File: src/rtl/mips_pkg.sv
// Shared definitions for the MIPS execute slice: opcode/funct codes,
// FSM state encoding and instruction field-slice helpers.
package mips_pkg;

  // Primary opcodes (instr[31:26])
  localparam logic [5:0] OP_RTYPE = 6'h00;
  localparam logic [5:0] OP_J     = 6'h02;
  localparam logic [5:0] OP_JAL   = 6'h03;
  localparam logic [5:0] OP_ADDI  = 6'h08;
  localparam logic [5:0] OP_ADDIU = 6'h09;
  localparam logic [5:0] OP_LW    = 6'h23;
  localparam logic [5:0] OP_SW    = 6'h2B;

  // R-type function codes (instr[5:0])
  localparam logic [5:0] FN_SLL   = 6'h00;
  localparam logic [5:0] FN_SRL   = 6'h02;
  localparam logic [5:0] FN_SLLV  = 6'h04;
  localparam logic [5:0] FN_SRLV  = 6'h06;
  localparam logic [5:0] FN_ADD   = 6'h20;
  localparam logic [5:0] FN_ADDU  = 6'h21;

  // Link register written by jal
  localparam logic [4:0] REG_RA   = 5'd31;

  typedef enum logic [1:0] {
    ST_IDLE = 2'd0,
    ST_READ = 2'd1,
    ST_EXEC = 2'd2,
    ST_WB   = 2'd3
  } state_t;

  function automatic logic [5:0] f_op(input logic [31:0] instr);
    return instr[31:26];
  endfunction

  function automatic logic [4:0] f_rs(input logic [31:0] instr);
    return instr[25:21];
  endfunction

  function automatic logic [4:0] f_rt(input logic [31:0] instr);
    return instr[20:16];
  endfunction

  function automatic logic [4:0] f_rd(input logic [31:0] instr);
    return instr[15:11];
  endfunction

  function automatic logic [4:0] f_shamt(input logic [31:0] instr);
    return instr[10:6];
  endfunction

  function automatic logic [5:0] f_funct(input logic [31:0] instr);
    return instr[5:0];
  endfunction

  function automatic logic [31:0] f_sext_imm(input logic [31:0] instr);
    return {{16{instr[15]}}, instr[15:0]};
  endfunction

  // Pseudo-direct jump target with no PC upper bits available here
  function automatic logic [31:0] f_jump_target(input logic [31:0] instr);
    return {4'b0000, instr[25:0], 2'b00};
  endfunction

endpackage

File: src/rtl/mips_regfile.sv
// 32x32 register file.
//   clk, rst_n          : clock, asynchronous active-low reset (clears all)
//   i_raddr_a/o_rdata_a : operand read port A (combinational)
//   i_raddr_b/o_rdata_b : operand read port B (combinational)
//   i_raddr_d/o_rdata_d : narrow debug read port for the LED view
//   i_we/i_waddr/i_wdata: synchronous write port; writes to $0 are dropped
module mips_regfile #(
  parameter int DBG_W = 8
) (
  input  logic             clk,
  input  logic             rst_n,
  input  logic [4:0]       i_raddr_a,
  output logic [31:0]      o_rdata_a,
  input  logic [4:0]       i_raddr_b,
  output logic [31:0]      o_rdata_b,
  input  logic [4:0]       i_raddr_d,
  output logic [DBG_W-1:0] o_rdata_d,
  input  logic             i_we,
  input  logic [4:0]       i_waddr,
  input  logic [31:0]      i_wdata
);

  logic [31:0] r_regs [32];

  always_ff @(posedge clk or negedge rst_n) begin
    if (!rst_n) begin
      for (int i = 0; i < 32; i++) begin
        r_regs[i] <= '0;
      end
    end else if (i_we && (i_waddr != 5'd0)) begin
      r_regs[i_waddr] <= i_wdata;
    end
  end

  assign o_rdata_a = (i_raddr_a == 5'd0) ? 32'd0 : r_regs[i_raddr_a];
  assign o_rdata_b = (i_raddr_b == 5'd0) ? 32'd0 : r_regs[i_raddr_b];
  assign o_rdata_d = (i_raddr_d == 5'd0) ? '0 : r_regs[i_raddr_d][DBG_W-1:0];

endmodule

File: src/rtl/mips_exec_stage.sv
// MIPS execute stage: accepts one instruction per valid/ready handshake and
// runs it through READ -> EXEC -> WB, writing the register file / data memory.
//   clk, rst_n               : clock, asynchronous active-low reset
//   instr_valid/instr_data   : upstream instruction, taken when instr_ready
//   instr_ready              : high only while idle
//   wb_valid/wb_reg/wb_data  : one-cycle pulse per register write
//   jump_valid/jump_target   : one-cycle pulse per j/jal
//   switch, dbg_sel, led     : LED view (register low bits or retired count)
module mips_exec_stage
  import mips_pkg::*;
#(
  parameter int DMEM_DEPTH = 16,
  parameter int LED_W      = 8
) (
  input  logic             clk,
  input  logic             rst_n,
  input  logic             instr_valid,
  input  logic [31:0]      instr_data,
  output logic             instr_ready,
  output logic             wb_valid,
  output logic [4:0]       wb_reg,
  output logic [31:0]      wb_data,
  output logic             jump_valid,
  output logic [31:0]      jump_target,
  input  logic             switch,
  input  logic [4:0]       dbg_sel,
  output logic [LED_W-1:0] led
);

  localparam int AW = $clog2(DMEM_DEPTH);

  state_t            r_state;
  logic [31:0]       r_cur;
  logic [31:0]       r_opa;
  logic [31:0]       r_opb;
  logic [31:0]       r_result;
  logic [AW-1:0]     r_ea_idx;
  logic              r_legal;
  logic              r_wr_en;
  logic [4:0]        r_wr_reg;
  logic              r_is_lw;
  logic              r_is_sw;
  logic              r_is_jump;
  logic              r_instr_ready;
  logic              r_wb_valid;
  logic [4:0]        r_wb_reg;
  logic [31:0]       r_wb_data;
  logic              r_jump_valid;
  logic [31:0]       r_jump_target;
  logic [7:0]        r_retired_cnt;
  logic [7:0]        r_illegal_cnt;
  logic [LED_W-1:0]  r_led;
  logic [31:0]       r_dmem [DMEM_DEPTH];

  logic [31:0]       w_rdata_a;
  logic [31:0]       w_rdata_b;
  logic [LED_W-1:0]  w_dbg_data;
  logic              w_rf_we;
  logic [31:0]       w_imm_sext;
  logic [AW-1:0]     w_ea_idx;
  logic [31:0]       w_wb_value;

  logic              w_legal;
  logic              w_wr_en;
  logic [4:0]        w_wr_reg;
  logic [31:0]       w_result;
  logic              w_is_lw;
  logic              w_is_sw;
  logic              w_is_jump;

  // Register file write lands on the same edge that raises wb_valid, so the
  // next instruction's READ (at least two edges later) sees the new value.
  assign w_rf_we = (r_state == ST_WB) && r_wr_en;

  mips_regfile #(
    .DBG_W (LED_W)
  ) u_regfile (
    .clk       (clk),
    .rst_n     (rst_n),
    .i_raddr_a (f_rs(r_cur)),
    .o_rdata_a (w_rdata_a),
    .i_raddr_b (f_rt(r_cur)),
    .o_rdata_b (w_rdata_b),
    .i_raddr_d (dbg_sel),
    .o_rdata_d (w_dbg_data),
    .i_we      (w_rf_we),
    .i_waddr   (r_wr_reg),
    .i_wdata   (w_wb_value)
  );

  assign w_imm_sext = f_sext_imm(r_cur);
  // Only the word index of the effective address matters; the bits above it
  // and the byte offset are dropped.
  assign w_ea_idx   = AW'((r_opa + w_imm_sext) >> 2);
  assign w_wb_value = r_is_lw ? r_dmem[r_ea_idx] : r_result;

  // Decode and execute from the captured operands
  always_comb begin
    w_legal   = 1'b0;
    w_wr_en   = 1'b0;
    w_wr_reg  = 5'd0;
    w_result  = 32'd0;
    w_is_lw   = 1'b0;
    w_is_sw   = 1'b0;
    w_is_jump = 1'b0;
    case (f_op(r_cur))
      OP_RTYPE: begin
        w_wr_reg = f_rd(r_cur);
        case (f_funct(r_cur))
          FN_ADD, FN_ADDU: begin
            w_legal  = 1'b1;
            w_wr_en  = 1'b1;
            w_result = r_opa + r_opb;
          end
          FN_SLL: begin
            w_legal  = 1'b1;
            w_wr_en  = 1'b1;
            w_result = r_opb << f_shamt(r_cur);
          end
          FN_SRL: begin
            w_legal  = 1'b1;
            w_wr_en  = 1'b1;
            w_result = r_opb >> f_shamt(r_cur);
          end
          FN_SLLV: begin
            w_legal  = 1'b1;
            w_wr_en  = 1'b1;
            w_result = r_opb << r_opa[4:0];
          end
          FN_SRLV: begin
            w_legal  = 1'b1;
            w_wr_en  = 1'b1;
            w_result = r_opb >> r_opa[4:0];
          end
          default: ;
        endcase
      end
      OP_ADDI, OP_ADDIU: begin
        w_legal  = 1'b1;
        w_wr_en  = 1'b1;
        w_wr_reg = f_rt(r_cur);
        w_result = r_opa + w_imm_sext;
      end
      OP_LW: begin
        w_legal  = 1'b1;
        w_wr_en  = 1'b1;
        w_wr_reg = f_rt(r_cur);
        w_is_lw  = 1'b1;
      end
      OP_SW: begin
        w_legal = 1'b1;
        w_is_sw = 1'b1;
      end
      OP_J: begin
        w_legal   = 1'b1;
        w_is_jump = 1'b1;
      end
      OP_JAL: begin
        // No PC is visible in this stage, so the link value is zero
        w_legal   = 1'b1;
        w_is_jump = 1'b1;
        w_wr_en   = 1'b1;
        w_wr_reg  = REG_RA;
        w_result  = 32'd0;
      end
      default: ;
    endcase
  end

  always_ff @(posedge clk or negedge rst_n) begin
    if (!rst_n) begin
      r_state       <= ST_IDLE;
      r_cur         <= '0;
      r_opa         <= '0;
      r_opb         <= '0;
      r_result      <= '0;
      r_ea_idx      <= '0;
      r_legal       <= 1'b0;
      r_wr_en       <= 1'b0;
      r_wr_reg      <= '0;
      r_is_lw       <= 1'b0;
      r_is_sw       <= 1'b0;
      r_is_jump     <= 1'b0;
      r_instr_ready <= 1'b1;
      r_wb_valid    <= 1'b0;
      r_wb_reg      <= '0;
      r_wb_data     <= '0;
      r_jump_valid  <= 1'b0;
      r_jump_target <= '0;
      r_retired_cnt <= '0;
      r_illegal_cnt <= '0;
      r_led         <= '0;
      for (int i = 0; i < DMEM_DEPTH; i++) begin
        r_dmem[i] <= '0;
      end
    end else begin
      r_wb_valid   <= 1'b0;
      r_jump_valid <= 1'b0;
      r_led        <= switch ? LED_W'(r_retired_cnt) : w_dbg_data;
      case (r_state)
        // Stage boundary: capture the accepted word
        ST_IDLE: begin
          if (instr_valid) begin
            r_cur         <= instr_data;
            r_instr_ready <= 1'b0;
            r_state       <= ST_READ;
          end
        end
        // Stage boundary: operand read
        ST_READ: begin
          r_opa   <= w_rdata_a;
          r_opb   <= w_rdata_b;
          r_state <= ST_EXEC;
        end
        // Stage boundary: execute result / effective address
        ST_EXEC: begin
          r_result  <= w_result;
          r_ea_idx  <= w_ea_idx;
          r_legal   <= w_legal;
          r_wr_en   <= w_wr_en;
          r_wr_reg  <= w_wr_reg;
          r_is_lw   <= w_is_lw;
          r_is_sw   <= w_is_sw;
          r_is_jump <= w_is_jump;
          r_state   <= ST_WB;
        end
        // Stage boundary: write back, pulses and counters
        ST_WB: begin
          if (r_legal) begin
            r_retired_cnt <= r_retired_cnt + 8'd1;
            if (r_wr_en) begin
              r_wb_valid <= 1'b1;
              r_wb_reg   <= r_wr_reg;
              r_wb_data  <= w_wb_value;
            end
            if (r_is_sw) begin
              r_dmem[r_ea_idx] <= r_opb;
            end
            if (r_is_jump) begin
              r_jump_valid  <= 1'b1;
              r_jump_target <= f_jump_target(r_cur);
            end
          end else if (r_illegal_cnt != 8'hFF) begin
            r_illegal_cnt <= r_illegal_cnt + 8'd1;
          end
          r_instr_ready <= 1'b1;
          r_state       <= ST_IDLE;
        end
        default: begin
          r_instr_ready <= 1'b1;
          r_state       <= ST_IDLE;
        end
      endcase
    end
  end

  assign instr_ready = r_instr_ready;
  assign wb_valid    = r_wb_valid;
  assign wb_reg      = r_wb_reg;
  assign wb_data     = r_wb_data;
  assign jump_valid  = r_jump_valid;
  assign jump_target = r_jump_target;
  assign led         = r_led;

endmodule

File: config.mk
export PLATFORM = sky130hd
export DESIGN_NAME = mips_exec_stage
export DESIGN_NICKNAME = d
export VERILOG_FILES = /design/src/rtl/mips_pkg.sv /design/src/rtl/mips_regfile.sv /design/src/rtl/mips_exec_stage.sv
export SDC_FILE = /design/constraint.sdc
export NUM_CORES = 2
export LEC_CHECK = 0
export BUFFER_PORTS_ARGS = -buffer_cell sky130_fd_sc_hd__buf_2
export CORE_ASPECT_RATIO = 1.5
export CORE_MARGIN = 4
export CORE_UTILIZATION = 26
export DETAILED_ROUTE_END_ITERATION = 7
export GPL_TIMING_DRIVEN = 0
export PLACE_DENSITY_LB_ADDON = 0.25
export SLEW_MARGIN = 40
export SYNTH_ARGS = -nofsm -noshare
export SYNTH_HDL_FRONTEND = slang
export SYNTH_HIERARCHICAL = 1
export SYNTH_SLANG_ARGS = --single-unit
File: constraint.sdc
create_clock -name clk -period 3.75 [get_ports clk]
set_input_delay 0 -clock clk [delete_from_list [all_inputs] [get_ports clk]]
set_output_delay 0 -clock clk [all_outputs]
set_load 0.005 [all_outputs]
**Yosys cells after proc, flatten, opt, wreduce, memory -nomap -nowiden**

Cells that the tools add are included.
W data, S select, Z words.

- Register bits after elaboration: 1762
- Input port bits: 41
- Word-level logic and storage cells: 169

- Add/subtract/negate cells: 3
- Magnitude comparators: 7
- Eq/ne operators: 15
- Shifts and indexed selects: 4
- Multiplexer cells: 42
- Bitwise logic cells: 5
- Reduce and logical (&&, ||, !) cells: 25

Operators with widths:

| kind | count |
|---|---|
| $bwmux W1024 | 1 |
| $bwmux W512 | 1 |
| $bmux W32 S5 | 3 |
| $mux W32 | 11 |
| $demux W32 S5 | 1 |
| $pmux W32 S5 | 1 |
| $bmux W32 S4 | 1 |
| $demux W32 S4 | 1 |
| $add A32 B32 Y32 | 2 |
| $pmux W32 S2 | 1 |
| $shl A32 B5 Y32 | 2 |
| $shr A32 B5 Y32 | 2 |
| $mux W8 | 4 |
| $eq A6 B6 Y1 const B | 4 |
| $ge A6 B6 Y1 const B | 4 |
| $not A5 Y6 | 4 |
| $eq A6 B2 Y1 const B | 3 |
| $logic_not A5 Y1 | 3 |
| $pmux W5 S3 | 1 |
| $eq A6 B3 Y1 const B | 2 |
| $eq A6 B4 Y1 const B | 2 |
| $logic_not A6 Y1 | 2 |
| $reduce_or A6 Y1 | 2 |
| $mux W1 | 11 |
| 20 further kinds | 32 |

**Logic depth before layout (Yosys ltp)**

- Depth in word-level cells: 6
- Mapped depth: 15
- Mapped depth without buffers: 13

**By module**

The synthesis kept the hierarchy.

By module, submodules not included:

| module | instances | cells each | area an instance (um^2) | sequential area each (um^2) |
|---|---|---|---|---|
| mips_regfile | 1 | 3868 | 56579.3 | 25624.6 |
| mips_exec_stage | 1 | 3140 | 39355.2 | 18469.0 |

**Least setup slack after synthesis**

Ideal clock, no wire load.

- Path kind: register to register
- Start: register r_opb[1]
- End: register r_result[28]
- Setup time: 0.124 ns
- Data arrival time: 3.614 ns
- Path slack: 0.012 ns
- Stages on the path, launching flop included: 14
- Buffers on the path: 1
- Clock period less this slack: 3.738 ns
- Path through: dfrtp_1 clkbuf_1 clkinv_1 fa_1 nor2b_1 o2111ai_1 a31oi_1 nor2_1 o31ai_1 a31oi_1 o31a_1 nor2b_1 mux2_2 a211o_1

- Word-level cells in the longest chain between the ends: 3
- Elaborated cells on any way between the ends: 7
- Classes of those cells: 1 x add/sub; 4 x shift; 2 x mux

RTL lines:

| item | line | source |
|---|---|---|
| start, declared | mips_exec_stage.sv:35 | `logic [31:0] r_opb;` |
| start signal, assigned | mips_exec_stage.sv:212 | `r_opb <= w_rdata_b;` |
| $add A32 B32 Y32 (tied with other cells) | mips_exec_stage.sv:113 | `w_result = r_opa + r_opb;` |
| $pmux W32 S5 (*) | mips_exec_stage.sv:109 | `case (f_funct(r_cur))` |
| $pmux W32 S2 (*) | mips_exec_stage.sv:106 | `case (f_op(r_cur))` |
| end signal, assigned | mips_exec_stage.sv:217 | `r_result <= w_result;` |
| end, declared | mips_exec_stage.sv:36 | `logic [31:0] r_result;` |

Every way passes the cells marked *; elsewhere a longest branch is shown, timed or not.
A chain may end at the register's enable or synchronous reset.

**Final worst setup path**

- Start: register r_cur[24]
- End: register r_opa[18]

- Word-level cells in the longest chain between the ends: 5
- Elaborated cells on any way between the ends: 6
- Classes of those cells: 4 x mux; 1 x bitwise; 1 x reduce/logical

RTL lines:

| item | line | source |
|---|---|---|
| start, declared | mips_exec_stage.sv:33 | `logic [31:0] r_cur;` |
| start signal, assigned | mips_exec_stage.sv:204 | `r_cur <= instr_data;` |
| $not A5 Y6 (implied by the code) | mips_regfile.sv:35 | `assign o_rdata_a = (i_raddr_a == 5'd0) ? 32'd0 : r_regs[i_raddr_a];` |
| $bmux W32 S5 | mips_regfile.sv:35 |  |
| $mux W32 (implied by the code) (2 in a row) | mips_regfile.sv:35 |  |
| $mux W32 (*) | mips_regfile.sv:35 |  |
| via w_rdata_a[18] | mips_exec_stage.sv:55 | `logic [31:0] w_rdata_a;` |
| end signal, assigned | mips_exec_stage.sv:211 | `r_opa <= w_rdata_a;` |
| end, declared | mips_exec_stage.sv:34 | `logic [31:0] r_opa;` |

Mark *: on every way through the listed nets, which the timed path passes. The rest lies on a longest branch. The select of a mux whose other input is x is not followed.

==> results_dict.tcl <==
set metrics [dict create \
    drt-total-wl_mm 460 \
    syn_area_um2 95900 \
    end_kind "flip-flop" \
    antenna_found_initial 37 \
    period_minus_slack_ps 3880 \
    drv_cap 0 \
    finalWorstSetupSlack_ps -135 \
    viasPerCell 5.56 \
    setup_viol 16 \
    yosysTopAreaCell "dfrtp_1" \
    ant_nets 0 \
    start_util 0.262 \
    status "finished, violations left" \
    coreArea_um2 367000 \
    routedLengthMet1_mm 152 \
    ys.flop_type "dfrtp_1" \
    num_rows 272 \
    irDropWorstVdd_mv 0.668 \
    clock_latency_ps 930 \
    drive_gt1_frac 0.467 \
    grt.overflow.total 0 \
    slew-limit-headroom 0.353 \
    synthTopCellsByArea "dfrtp_1 46%, mux2_2 20%, mux4_2 14%, mux2i_1 4.5%, clkbuf_1 1.7%" \
    path_clk_slew_ps 60 \
    via_count 69300 \
    crit_arrival_ps 4690 \
    ys_ff_latch 1762 \
    critPathKind "reg2reg" \
    tightestPinTransition_ps 946 \
    die_w_um 504 \
    crit_fanout 8 \
    p_leak_nw 51.4 \
    yosysSeqAreaShare 0.460 \
    fillers 36400 \
    cts.path.max_buffers 4 \
    cts_tree "done" \
    violations "negative setup slack" \
    yosysTopAreaCellShare 0.459 \
    top_register "u_regfile/r_regs" \
    wl_per_cell_um 36.9 \
    yosysUniqueCellTypes 93 \
    final_common_cell "dfrtp_1" \
    grt_pass1_vias 73500 \
    synth.avg_cell_area_um2 13.7 \
    cts.sinks 1762 \
    grt_setup_unrepaired "true" \
    fmax_ghz 0.257 \
    grt_pass1_wl_mm 627 \
    dp_hpwl_mm 351 \
    startpoint_type "flip-flop" \
    period_share 1.04 \
    layout_common_cells "1732 x dfrtp_1, 1721 x mux2_2, 601 x mux4_2, 399 x mux2i_1, 311 x nand2_1" \
    ios 121 \
    grt_max_degree 111 \
    fin_util 0.310 \
    largest_reg_flops 1024 \
    drv_slew 0 \
    clockRootBuffer "clkbuf_16" \
    hold_viol 0 \
    p_per_area_nw_per_um2 772 \
    gp_congestion 0.999 \
    skew_ps 93.2 \
    crit_required_ps 4560 \
    met3WireLength_mm 25.9 \
    synth_cells 7008 \
    grt_usage 0.237 \
    io_buffers 110 \
    met2_length_mm 229 \
    finalPower_w 0.0877 \
    hold_path.class "in2reg" \
    reg_top3 "u_regfile/r_regs: 1024 flops, r_dmem: 512 flops" \
    numCtsBuffers 193 \
    cts_htree_levels 4 \
    async_reset_ff_frac 1.00 \
    drt-initial-drc-count 6110 \
    dr.pass1.iters 7 \
    syn2layout_area_growth_pct 18.3 \
    synth_warnings 6 \
    final_nets 7609 \
    synth-edff-count 0 \
    top_layer_used "met5" \
    die_area_um2 379000 \
    drc 0 \
    fp.dieH_um 752 \
]
-- layout make-up --
class,instances,area [um2],share of cell area
Sequential cell,1762,44100,0.389
Clock inverter,79,908,0.00800
Clock buffer,265,5460,0.0481
Antenna cell,16,40.0,0.000353
Inverter,34,139,0.00122
Multi-Input combinational cell,4515,50000,0.440
Tap cell,4795,6000,0.0528
Timing Repair Buffer,298,3210,0.0282
Buffer,695,3640,0.0321
-- synthesized netlist by cell type (12+ instances only) --
cell type	number
xnor2_1	35
buf_1	84
inv_1	31
a21o_1	19
nand3_1	48
nor3_1	78
and3_1	22
dfrtp_1	1761
nor4_1	31
nor2b_1	68
mux2i_1	428
o221ai_1	13
mux4_2	601
a21oi_1	164
nand2b_1	29
a22o_1	61
a31oi_1	20
xor2_1	24
ha_1	67
a211oi_1	53
o21ai_0	87
buf_6	28
nand2_1	314
a22oi_1	116
buf_4	54
a2111oi_1	53
buf_2	85
a311oi_1	13
nor2_1	108
o21ai_1	12
a221oi_1	22
o21a_1	14
clkbuf_1	446
o22ai_1	78
mux2_2	1722
and2_1	29
o32ai_1	19
-- kinds of logic after synthesis --
group,share of synthesized area
AO/OA/AOI/OAI,0.0618
XOR/XNOR,0.00539
flip-flops,0.460
AND/OR/NAND/NOR,0.0391
other,0.0000391
buffers and inverters,0.0347
adder cells (fa/ha/maj),0.00916
multiplexers,0.390
-- power breakdown --
part | switching, W | internal (W)
clock network | 0.00863 | 0.0112
registers | 0.00355 | 0.0212
logic | 0.0289 | 0.0141
total | 0.0411 | 0.0466
-- path summary, 6_finish.rpt --
check                           slack (ps)  cells after the start               end              from
worst max-delay path                  -130                      8         r_opa[18]         r_cur[24]
worst min-delay path                    50                      4       instr_ready       instr_valid
worst max register to register        -130                      8         r_opa[18]         r_cur[24]
worst min register to register         470                      1  r_retired_cnt[7]  r_retired_cnt[7]
max in group asynchronous              680                      9         r_cur[15]             rst_n
min in group asynchronous              210                      4       r_dmem[166]             rst_n
-- timing repair --
action,4_1_cts,5_1_grt
setup buffers,30,20
endpoints found under the setup margin,1053,66
hold endpoints to repair,734,0
pin swaps,17,19
gates resized for setup,201,73
hold buffers,72,0
-- per-stage QoR --
| stage | TNS, ps | std cells | setup WS, ps | cell area, um2 | hold WS, ps |
|---|---|---|---|---|---|
| 6_report | -918 | 12500 | -135 | 114000 | 54.9 |
| 5_1_grt | -235 | 12400 | -155 | 113000 | 40.1 |
| 4_1_cts | -91.7 | 12400 | -91.7 | 113000 | 8.20 |
| 3_5_place_dp | -325250 | 12000 | -1610 | 105000 | -156 |
| 3_3_place_gp | - | 11900 | -37810 | 103000 | 234 |
| 2_1_floorplan | 0 | 7013 | 12.5 | 96000 | -296 |
-- critical path, stage by stage, from the launching register on --
cell       delay [ps]
dfrtp_1           730
or3b_2            220
buf_1             630
buf_2             510
buf_16            210
o22ai_1           110
a2111oi_2         790
nor3_1            220
mux2_2            330
-- per-layer routing --
metal  GRT usage  vias up
li1            -    27700
met1       0.239    37000
met2       0.413     3126
met3      0.0437     1435
met4       0.222        2
met5           0        -
No activity file was read; power rests on OpenSTA's default activity.
